--- src/rtl/line_card_egress_fifo_writer_pkg.sv ---
`default_nettype none
// ============================================================================
// Module : egress_buffer_pkg
// Brief  : Shared types, header layout and helpers for the egress FIFO writer.
// Rev    : 1.0
// ============================================================================
package egress_buffer_pkg;

    localparam int EGRESS_WORD_W     = 72;
    localparam int EGRESS_HDR_LEN_W  = 16;
    localparam int EGRESS_HDR_VLAN_W = 12;
    localparam int HDR_LEN_LSB       = 0;
    localparam int HDR_VLAN_LSB      = HDR_LEN_LSB + EGRESS_HDR_LEN_W;
    // Region index holds up to 31 local ports plus the broadcast region.
    localparam int REGION_IDX_W      = 5;

    typedef logic [EGRESS_HDR_VLAN_W-1:0] vlan_t;
    typedef logic [REGION_IDX_W-1:0]      region_idx_t;

    typedef enum logic [1:0] {
        IDLE   = 2'd0,
        DATA   = 2'd1,
        DROP   = 2'd2,
        HEADER = 2'd3
    } wr_state_t;

    function automatic logic [3:0] popcount8(input logic [7:0] keep);
        logic [3:0] cnt;
        cnt = '0;
        for (int i = 0; i < 8; i++) begin
            cnt = cnt + {3'b000, keep[i]};
        end
        return cnt;
    endfunction

    function automatic logic [EGRESS_WORD_W-1:0] make_header(input vlan_t vlan,
                                                           input logic [EGRESS_HDR_LEN_W-1:0] len);
        logic [EGRESS_WORD_W-1:0] hdr;
        hdr = '0;
        hdr[HDR_LEN_LSB  +: EGRESS_HDR_LEN_W]  = len;
        hdr[HDR_VLAN_LSB +: EGRESS_HDR_VLAN_W] = vlan;
        return hdr;
    endfunction

    function automatic logic [31:0] sat_inc32(input logic [31:0] value);
        return (value == 32'hFFFF_FFFF) ? value : value + 32'd1;
    endfunction

endpackage
`default_nettype wire

--- src/rtl/line_card_egress_fifo_writer_if.sv ---
`default_nettype none
// ============================================================================
// Module : AXIStream
// Brief  : AXI4-Stream bundle carrying crossbar traffic into the egress writer.
// Rev    : 1.0
// ============================================================================
interface AXIStream #(
    parameter int DATA_W = 64,
    parameter int DEST_W = 7,
    parameter int USER_W = 12
) ();
    logic [DATA_W-1:0]   tdata;
    logic [DATA_W/8-1:0] tkeep;
    logic                tvalid;
    logic                tready;
    logic                tlast;
    logic [DEST_W-1:0]   tdest;
    logic [USER_W-1:0]   tuser;
    logic                areset_n;

    modport master   (output tdata, tkeep, tvalid, tlast, tdest, tuser, areset_n, input tready);
    modport slave    (input tdata, tkeep, tvalid, tlast, tdest, tuser, areset_n, output tready);
    modport receiver (input tdata, tkeep, tvalid, tlast, tdest, tuser, areset_n, output tready);
endinterface
`default_nettype wire

--- src/rtl/line_card_egress_fifo_writer_bcast_occupancy.sv ---
`default_nettype none
// ============================================================================
// Module : egress_bcast_occupancy
// Brief  : Registers the read pointer of the slowest broadcast reader.
// Rev    : 1.0
// ============================================================================
module egress_bcast_occupancy #(
    parameter int LOCAL_PORTS = 24,
    parameter int PTR_BITS    = 12
) (
    input  wire logic                clk,
    input  wire logic                areset,
    input  wire logic [PTR_BITS:0]   committed,
    input  wire logic [PTR_BITS:0]   bcast_rd_ptr [LOCAL_PORTS],
    output logic      [PTR_BITS:0]   slow_rd
);

    logic [PTR_BITS:0] best_occ;
    logic [PTR_BITS:0] best_rd;

    // Largest committed-minus-read distance marks the reader furthest behind.
    always_comb begin
        logic [PTR_BITS:0] occ;
        best_rd  = bcast_rd_ptr[0];
        best_occ = committed - bcast_rd_ptr[0];
        for (int i = 1; i < LOCAL_PORTS; i++) begin
            occ = committed - bcast_rd_ptr[i];
            if (occ > best_occ) begin
                best_occ = occ;
                best_rd  = bcast_rd_ptr[i];
            end
        end
    end

    always_ff @(posedge clk or posedge areset) begin
        if (areset) begin
            slow_rd <= '0;
        end else begin
            slow_rd <= best_rd;
        end
    end

endmodule
`default_nettype wire

--- src/rtl/line_card_egress_fifo_writer.sv ---
`default_nettype none
// ============================================================================
// Module : line_card_egress_fifo_writer
// Brief  : Writes whole crossbar frames into per-port circular URAM regions.
// Rev    : 1.0
// ============================================================================
module line_card_egress_fifo_writer
    import egress_buffer_pkg::*;
#(
    parameter int BASE_PORT       = 0,
    parameter int NUM_PORTS       = 50,
    parameter int LOCAL_PORTS     = 24,
    parameter int REGION_DEPTH    = 4096,
    parameter int MAX_FRAME_WORDS = 191,
    parameter int PORT_BITS       = $clog2(NUM_PORTS),
    parameter int PTR_BITS        = $clog2(REGION_DEPTH),
    parameter int REGION_BITS     = REGION_IDX_W
) (
    input  wire logic                          clk,
    input  wire logic                          areset,
    AXIStream.receiver                         axi_rx,
    output logic                               wr_en,
    output logic [REGION_BITS+PTR_BITS-1:0]    wr_addr,
    output logic [EGRESS_WORD_W-1:0]           wr_data,
    output logic [PTR_BITS:0]                  wr_ptr_committed [LOCAL_PORTS+1],
    input  wire logic [PTR_BITS:0]             rd_ptr [LOCAL_PORTS],
    input  wire logic [PTR_BITS:0]             bcast_rd_ptr [LOCAL_PORTS],
    output logic [31:0]                        drop_count
);

    localparam int WCNT_BITS = $clog2(MAX_FRAME_WORDS + 1);
    localparam logic [WCNT_BITS-1:0] MAX_WORDS = WCNT_BITS'(MAX_FRAME_WORDS);
    // Admit only if the worst-case frame (header + MAX_FRAME_WORDS) still fits.
    localparam logic [PTR_BITS:0] OCC_LIMIT = (PTR_BITS+1)'(REGION_DEPTH - MAX_FRAME_WORDS - 1);

    wr_state_t                 state;
    region_idx_t               region;
    logic [PTR_BITS:0]         start_ptr;
    logic [PTR_BITS:0]         next_ptr;
    logic [WCNT_BITS-1:0]      words;
    logic [EGRESS_HDR_LEN_W-1:0] len_bytes;
    vlan_t                     vlan;

    logic [PTR_BITS:0]         bcast_slow_rd;
    logic                      beat;
    logic                      region_ok;
    region_idx_t               region_sel;
    logic [PTR_BITS:0]         sel_rd;
    logic [PTR_BITS:0]         committed_sel;
    logic [PTR_BITS:0]         first_ptr;
    logic [PTR_BITS:0]         occ;
    logic                      admit;
    logic [3:0]                beat_bytes;
    int                        rel;
    logic                      unused_areset_n;

    assign unused_areset_n = axi_rx.areset_n;
    assign beat            = axi_rx.tvalid && axi_rx.tready;
    assign beat_bytes      = popcount8(axi_rx.tkeep);

    egress_bcast_occupancy #(
        .LOCAL_PORTS (LOCAL_PORTS),
        .PTR_BITS    (PTR_BITS)
    ) u_bcast_occ (
        .clk          (clk),
        .areset       (areset),
        .committed    (wr_ptr_committed[LOCAL_PORTS]),
        .bcast_rd_ptr (bcast_rd_ptr),
        .slow_rd      (bcast_slow_rd)
    );

    always_comb begin
        rel        = int'(axi_rx.tdest[PORT_BITS-1:0]) - BASE_PORT;
        region_ok  = 1'b0;
        region_sel = '0;
        sel_rd     = '0;
        if (axi_rx.tdest[PORT_BITS]) begin
            region_ok  = 1'b1;
            region_sel = region_idx_t'(LOCAL_PORTS);
            sel_rd     = bcast_slow_rd;
        end else if (rel >= 0 && rel < LOCAL_PORTS) begin
            region_ok  = 1'b1;
            region_sel = region_idx_t'(rel);
            sel_rd     = rd_ptr[region_sel];
        end
        committed_sel = wr_ptr_committed[region_sel];
        first_ptr     = committed_sel + 1'b1;
        occ           = committed_sel - sel_rd;
        admit         = region_ok && (occ <= OCC_LIMIT);
    end

    always_ff @(posedge clk or posedge areset) begin
        if (areset) begin
            state         <= IDLE;
            wr_en         <= 1'b0;
            wr_addr       <= '0;
            wr_data       <= '0;
            axi_rx.tready <= 1'b0;
            drop_count    <= '0;
            region        <= '0;
            start_ptr     <= '0;
            next_ptr      <= '0;
            words         <= '0;
            len_bytes     <= '0;
            vlan          <= '0;
            for (int i = 0; i < LOCAL_PORTS + 1; i++) begin
                wr_ptr_committed[i] <= '0;
            end
        end else begin
            wr_en         <= 1'b0;
            axi_rx.tready <= 1'b1;
            case (state)
                IDLE: begin
                    if (beat) begin
                        if (!admit) begin
                            drop_count <= sat_inc32(drop_count);
                            if (!axi_rx.tlast) state <= DROP;
                        end else begin
                            region    <= region_sel;
                            start_ptr <= committed_sel;
                            next_ptr  <= first_ptr + 1'b1;
                            wr_en     <= 1'b1;
                            wr_addr   <= {region_sel, first_ptr[PTR_BITS-1:0]};
                            wr_data   <= {axi_rx.tkeep, axi_rx.tdata};
                            words     <= WCNT_BITS'(1);
                            len_bytes <= {12'h000, beat_bytes};
                            vlan      <= axi_rx.tuser;
                            if (axi_rx.tlast) begin
                                state         <= HEADER;
                                axi_rx.tready <= 1'b0;
                            end else begin
                                state <= DATA;
                            end
                        end
                    end
                end
                DATA: begin
                    if (beat) begin
                        if (words == MAX_WORDS) begin
                            drop_count <= sat_inc32(drop_count);
                            state      <= axi_rx.tlast ? IDLE : DROP;
                        end else begin
                            wr_en     <= 1'b1;
                            wr_addr   <= {region, next_ptr[PTR_BITS-1:0]};
                            wr_data   <= {axi_rx.tkeep, axi_rx.tdata};
                            next_ptr  <= next_ptr + 1'b1;
                            words     <= words + 1'b1;
                            len_bytes <= len_bytes + {12'h000, beat_bytes};
                            if (axi_rx.tlast) begin
                                state         <= HEADER;
                                axi_rx.tready <= 1'b0;
                            end
                        end
                    end
                end
                DROP: begin
                    if (beat && axi_rx.tlast) state <= IDLE;
                end
                HEADER: begin
                    // Header lands last so readers never see a partial frame.
                    wr_en                    <= 1'b1;
                    wr_addr                  <= {region, start_ptr[PTR_BITS-1:0]};
                    wr_data                  <= make_header(vlan, len_bytes);
                    wr_ptr_committed[region] <= next_ptr;
                    state                    <= IDLE;
                end
                default: state <= IDLE;
            endcase
        end
    end

endmodule
`default_nettype wire

--- src/flat_wrapper.sv ---
// flat-port wrapper written by rule: the top's interface ports become plain ports
module line_card_egress_fifo_writer_flat import egress_buffer_pkg::*;
#(
    parameter int BASE_PORT       = 0,
    parameter int NUM_PORTS       = 50,
    parameter int LOCAL_PORTS     = 24,
    parameter int REGION_DEPTH    = 4096,
    parameter int MAX_FRAME_WORDS = 191,
    parameter int PORT_BITS       = $clog2(NUM_PORTS),
    parameter int PTR_BITS        = $clog2(REGION_DEPTH),
    parameter int REGION_BITS     = REGION_IDX_W
)
  (clk, areset, wr_en, wr_addr, wr_data, wr_ptr_committed, rd_ptr, bcast_rd_ptr, drop_count, axi_rx_tdata, axi_rx_tkeep, axi_rx_tvalid, axi_rx_tlast, axi_rx_tdest, axi_rx_tuser, axi_rx_areset_n, axi_rx_tready);
  AXIStream #(.DATA_W(64), .DEST_W(7), .USER_W(12)) axi_rx_i ();
  input  wire logic clk;
  input  wire logic areset;
  output logic wr_en;
  output logic [REGION_BITS+PTR_BITS-1:0] wr_addr;
  output logic [EGRESS_WORD_W-1:0] wr_data;
  output logic [PTR_BITS:0] wr_ptr_committed[LOCAL_PORTS+1];
  input  wire logic [PTR_BITS:0] rd_ptr[LOCAL_PORTS];
  input  wire logic [PTR_BITS:0] bcast_rd_ptr[LOCAL_PORTS];
  output logic [31:0] drop_count;
  input wire logic [$bits(axi_rx_i.tdata)-1:0] axi_rx_tdata;
  input wire logic [$bits(axi_rx_i.tkeep)-1:0] axi_rx_tkeep;
  input wire logic [$bits(axi_rx_i.tvalid)-1:0] axi_rx_tvalid;
  input wire logic [$bits(axi_rx_i.tlast)-1:0] axi_rx_tlast;
  input wire logic [$bits(axi_rx_i.tdest)-1:0] axi_rx_tdest;
  input wire logic [$bits(axi_rx_i.tuser)-1:0] axi_rx_tuser;
  input wire logic [$bits(axi_rx_i.areset_n)-1:0] axi_rx_areset_n;
  output wire logic [$bits(axi_rx_i.tready)-1:0] axi_rx_tready;
  assign axi_rx_i.tdata = axi_rx_tdata;
  assign axi_rx_i.tkeep = axi_rx_tkeep;
  assign axi_rx_i.tvalid = axi_rx_tvalid;
  assign axi_rx_i.tlast = axi_rx_tlast;
  assign axi_rx_i.tdest = axi_rx_tdest;
  assign axi_rx_i.tuser = axi_rx_tuser;
  assign axi_rx_i.areset_n = axi_rx_areset_n;
  assign axi_rx_tready = axi_rx_i.tready;
  line_card_egress_fifo_writer #(.BASE_PORT(BASE_PORT), .NUM_PORTS(NUM_PORTS), .LOCAL_PORTS(LOCAL_PORTS), .REGION_DEPTH(REGION_DEPTH), .MAX_FRAME_WORDS(MAX_FRAME_WORDS), .PORT_BITS(PORT_BITS), .PTR_BITS(PTR_BITS), .REGION_BITS(REGION_BITS)) u_core (.clk(clk), .areset(areset), .axi_rx(axi_rx_i), .wr_en(wr_en), .wr_addr(wr_addr), .wr_data(wr_data), .wr_ptr_committed(wr_ptr_committed), .rd_ptr(rd_ptr), .bcast_rd_ptr(bcast_rd_ptr), .drop_count(drop_count));
endmodule
--- config.mk ---
export PLATFORM = sky130hd
export DESIGN_NAME = line_card_egress_fifo_writer_flat
export DESIGN_NICKNAME = d
export VERILOG_FILES = /design/src/rtl/line_card_egress_fifo_writer_pkg.sv /design/src/rtl/line_card_egress_fifo_writer_if.sv /design/src/rtl/line_card_egress_fifo_writer_bcast_occupancy.sv /design/src/rtl/line_card_egress_fifo_writer.sv /design/src/flat_wrapper.sv
export SDC_FILE = /design/constraint.sdc
export NUM_CORES = 2
export LEC_CHECK = 0
export BUFFER_PORTS_ARGS = -buffer_cell sky130_fd_sc_hd__buf_2
export CAP_MARGIN = 20
export CORE_AREA = 4 4 456 458
export CTS_CLUSTER_SIZE = 8
export DETAILED_ROUTE_END_ITERATION = 10
export DIE_AREA = 0 0 460 462
export PLACE_DENSITY = 0.48
export SLEW_MARGIN = 5
export SYNTH_ARGS = -nofsm -noshare
export SYNTH_HDL_FRONTEND = slang
export SYNTH_SLANG_ARGS = --single-unit
--- constraint.sdc ---
create_clock -name clk -period 77 [get_ports clk]
set_clock_uncertainty 0.1 [all_clocks]
set_input_delay 3.85 -clock clk [delete_from_list [all_inputs] [get_ports clk]]
set_output_delay 3.85 -clock clk [all_outputs]
set_load 0.05 [all_outputs]
==> impl_metrics.tcl <==
set metrics [dict create \
    ff2ff_path_depth 221 \
    grt_pass1_vias 56523 \
    cp_slowest_cell "a221oi_1" \
    crit_start "bcast_rd_ptr[301]" \
    reg2reg_slack_ns 13.10 \
    synth_common_cells "612 x nand2_1, 610 x ha_1, 529 x dfrtp_1" \
    grt_pass1_wl_mm 446.1 \
    tritoncts "built" \
    critical_path_class "in2reg" \
    crit_path_end_kind "register" \
    layoutNonFillerInstCount 10491 \
    synth_area_sq_um 56890 \
    drt_iter0_drc 5912 \
    setup_viol 0 \
    cap_viol_max_count 0 \
    yosys-top-cells-area "dfrtp_1 23%, ha_1 13%, mux2_2 7.6%" \
    avgSynthCellArea_sq_um 8.491 \
    drc 0 \
    grt_use_total 0.2945 \
    die_w_um 460 \
    cts_setup_buffers 0 \
    yosysTopAreaCell "dfrtp_1" \
    fp.dieH_um 462 \
    drive_gt1_frac 0.2599 \
    wl_per_cell_um 31.55 \
    regToRegEndpoint "u_core.u_bcast_occ.slow_rd[6]" \
    crit_top_cell "ha_1" \
    status "complete, no violations" \
    timing.rr.start "u_core.wr_ptr_committed[1]" \
    vias 60215 \
    synth_edf_count 0 \
    path_delay_family "compound AO/OA/AOI/OAI gates" \
    cts_inserted_buffers 77 \
    slew_viol_final 0 \
    tightest_slew_ns 1.209 \
    cp-start-kind "primary input" \
    fin_crit_ns 66.43 \
    cts_sinks 529 \
    slowest_delay_ns 0.87 \
    antenna_found_initial 67 \
    finalCritPeriodShare 0.8627 \
    yosysUniqueCellTypes 114 \
    rsz0062_at_grt "no" \
    grt_overflow 0 \
    ys_ff_latch 529 \
    seq_area_frac_synth 0.2327 \
    seqCellArea_sq_um 13260 \
    min_path_type "reg2reg" \
    grt_max_degree 137 \
    yosysMostFrequentCell "nand2_1" \
    final_core_util 0.3340 \
    ys_async_sr_fraction 1.000 \
    io_pins 1168 \
    area_growth_pct 19.75 \
    hold_buffers 0 \
    fillers 21710 \
    syn-num-nets 8059 \
    cp_max_fo 52 \
    cp_data_arrival_time_ns 66.85 \
    multiInputGateArea_sq_um 40300 \
    drt_wl_total_mm 331.0 \
    cp-endpoint "u_core.u_bcast_occ.slow_rd[6]" \
    num_rows 166 \
    via_per_inst 5.740 \
    path_depth 222 \
    syn-instance-count 6700 \
    firstDrtPassIters 6 \
    io_buffers 1166 \
    cts_root_buf "clkbuf_16" \
    design.die.area_sq_um 212500 \
    slew_headroom 0.1920 \
    drt.antenna.violating_nets 0 \
    cts_resized 0 \
    required_ns 77.42 \
    synthDominantCellAreaShare 0.2327 \
    cp_num_buf_inv 26 \
    clk_pin_slew_ns 0.06 \
    initial_core_util 0.2789 \
    dpl_cell_area_sq_um 65700 \
    h-tree-depth 3 \
    place.gp.congestion 0.9918 \
    synth_warnings 0 \
    fmax_mhz 15.05 \
    finalHoldViolCount 0 \
    synth_flop_cell "dfrtp_1" \
    hpwlAfterDp_mm 271.4 \
    setup_tns_ns 0 \
    core_sq_um 204000 \
    cts_buffer_depth 3 \
    insertion_delay_ns 0.70 \
    fin_area_sq_um 68130 \
    hold_depth 2 \
    finalNetCount 9100 \
    placed_cells 10341 \
]
==> cells by family after synthesis <==
| kind of cell | share of synthesized area |
|---|---|
| and+or+nand+nor | 0.1558 |
| DFF | 0.2327 |
| buffers and inverters | 0.06156 |
| adders and majority gates | 0.1444 |
| muxes | 0.1302 |
| xor gates and xnor gates | 0.04464 |
| AOI/OAI and AO/OA | 0.2308 |
==> metal layers <==
| metal | GRT usage | vias up | part of all wire |
|---|---|---|---|
| met5 | 0.002262 | - | 0.0010 |
| met4 | 0.1284 | 46 | 0.049 |
| met3 | 0.08900 | 538 | 0.093 |
| met2 | 0.4519 | 2809 | 0.44 |
| met1 | 0.3815 | 30080 | 0.42 |
| li1 | - | 26742 | - |
==> through the flow <==
step,hold WS [ns],setup WS [ns]
2_1_floorplan,0.3657,21.83
3_3_place_gp,0.3641,11.68
3_5_place_dp,0.3693,11.61
4_1_cts,0.3826,12.11
5_1_grt,0.4002,7.189
6_report,0.3733,10.57
==> sequential cells by signal, summed over array words and instances (netlist names), 2 cells and up <==
register and count:
u_core.drop_count 32, u_core.wr_ptr_committed 325, u_core.region 5, u_core.wr_data 72, u_core.len_bytes 16, u_core.state 2, u_core.start_ptr 12, u_core.vlan 12
u_core.words 8, u_core.next_ptr 13, u_core.wr_addr 17, u_core.u_bcast_occ.slow_rd 13
==> worst min-delay path, cell delays in order, from the launching register on <==
cell and delay [ns]:
dfrtp_1 0.33, nand2_1 0.05, o21ai_0 0.06
==> how the worst min path moves through the flow <==
stage	end	slack (ns)	startpoint
2_1_floorplan	u_core.words[1]	0.37	u_core.words[1]
3_3_place_gp	u_core.drop_count[18]	0.36	u_core.drop_count[18]
3_5_place_dp	u_core.wr_addr[13]	0.37	u_core.wr_addr[13]
4_1_cts	u_core.wr_addr[13]	0.38	u_core.wr_addr[13]
5_1_grt	u_core.wr_addr[3]	0.40	u_core.wr_addr[3]
6_report	u_core.wr_addr[13]	0.37	u_core.wr_addr[13]
==> layout by cell type (no fill, tap or decap), types with 60 or more instances in the layout <==
cell and count:
nor2_1 465, o211ai_1 62, a21o_1 128, mux2i_1 95
a31oi_1 60, o21ai_0 376, nand3_1 134, o21a_1 145
xnor2_1 181, nand2_1 612, dfrtp_1 517, nor2b_1 72
a211oi_1 109, a221oi_1 68, and3_1 76, ha_1 610
mux4_2 94, inv_1 501, a21oi_1 475, nand4_1 74
clkbuf_16 77, buf_4 124, mux2_2 382, nor3_1 110
buf_2 1163, xor2_1 109
==> cell type report <==
class | instances | area share
Clock buffer | 89 | 0.02924
Antenna cell | 45 | 0.001653
Clock inverter | 7 | 0.002277
Inverter | 506 | 0.02799
Multi-Input combinational cell | 5324 | 0.5915
Tap cell | 2688 | 0.04936
Sequential cell | 529 | 0.1946
Timing Repair Buffer | 1303 | 0.1034
Power is not shown: default switching activity piles up to over one toggle a cycle in this logic, so the estimate is an artifact.
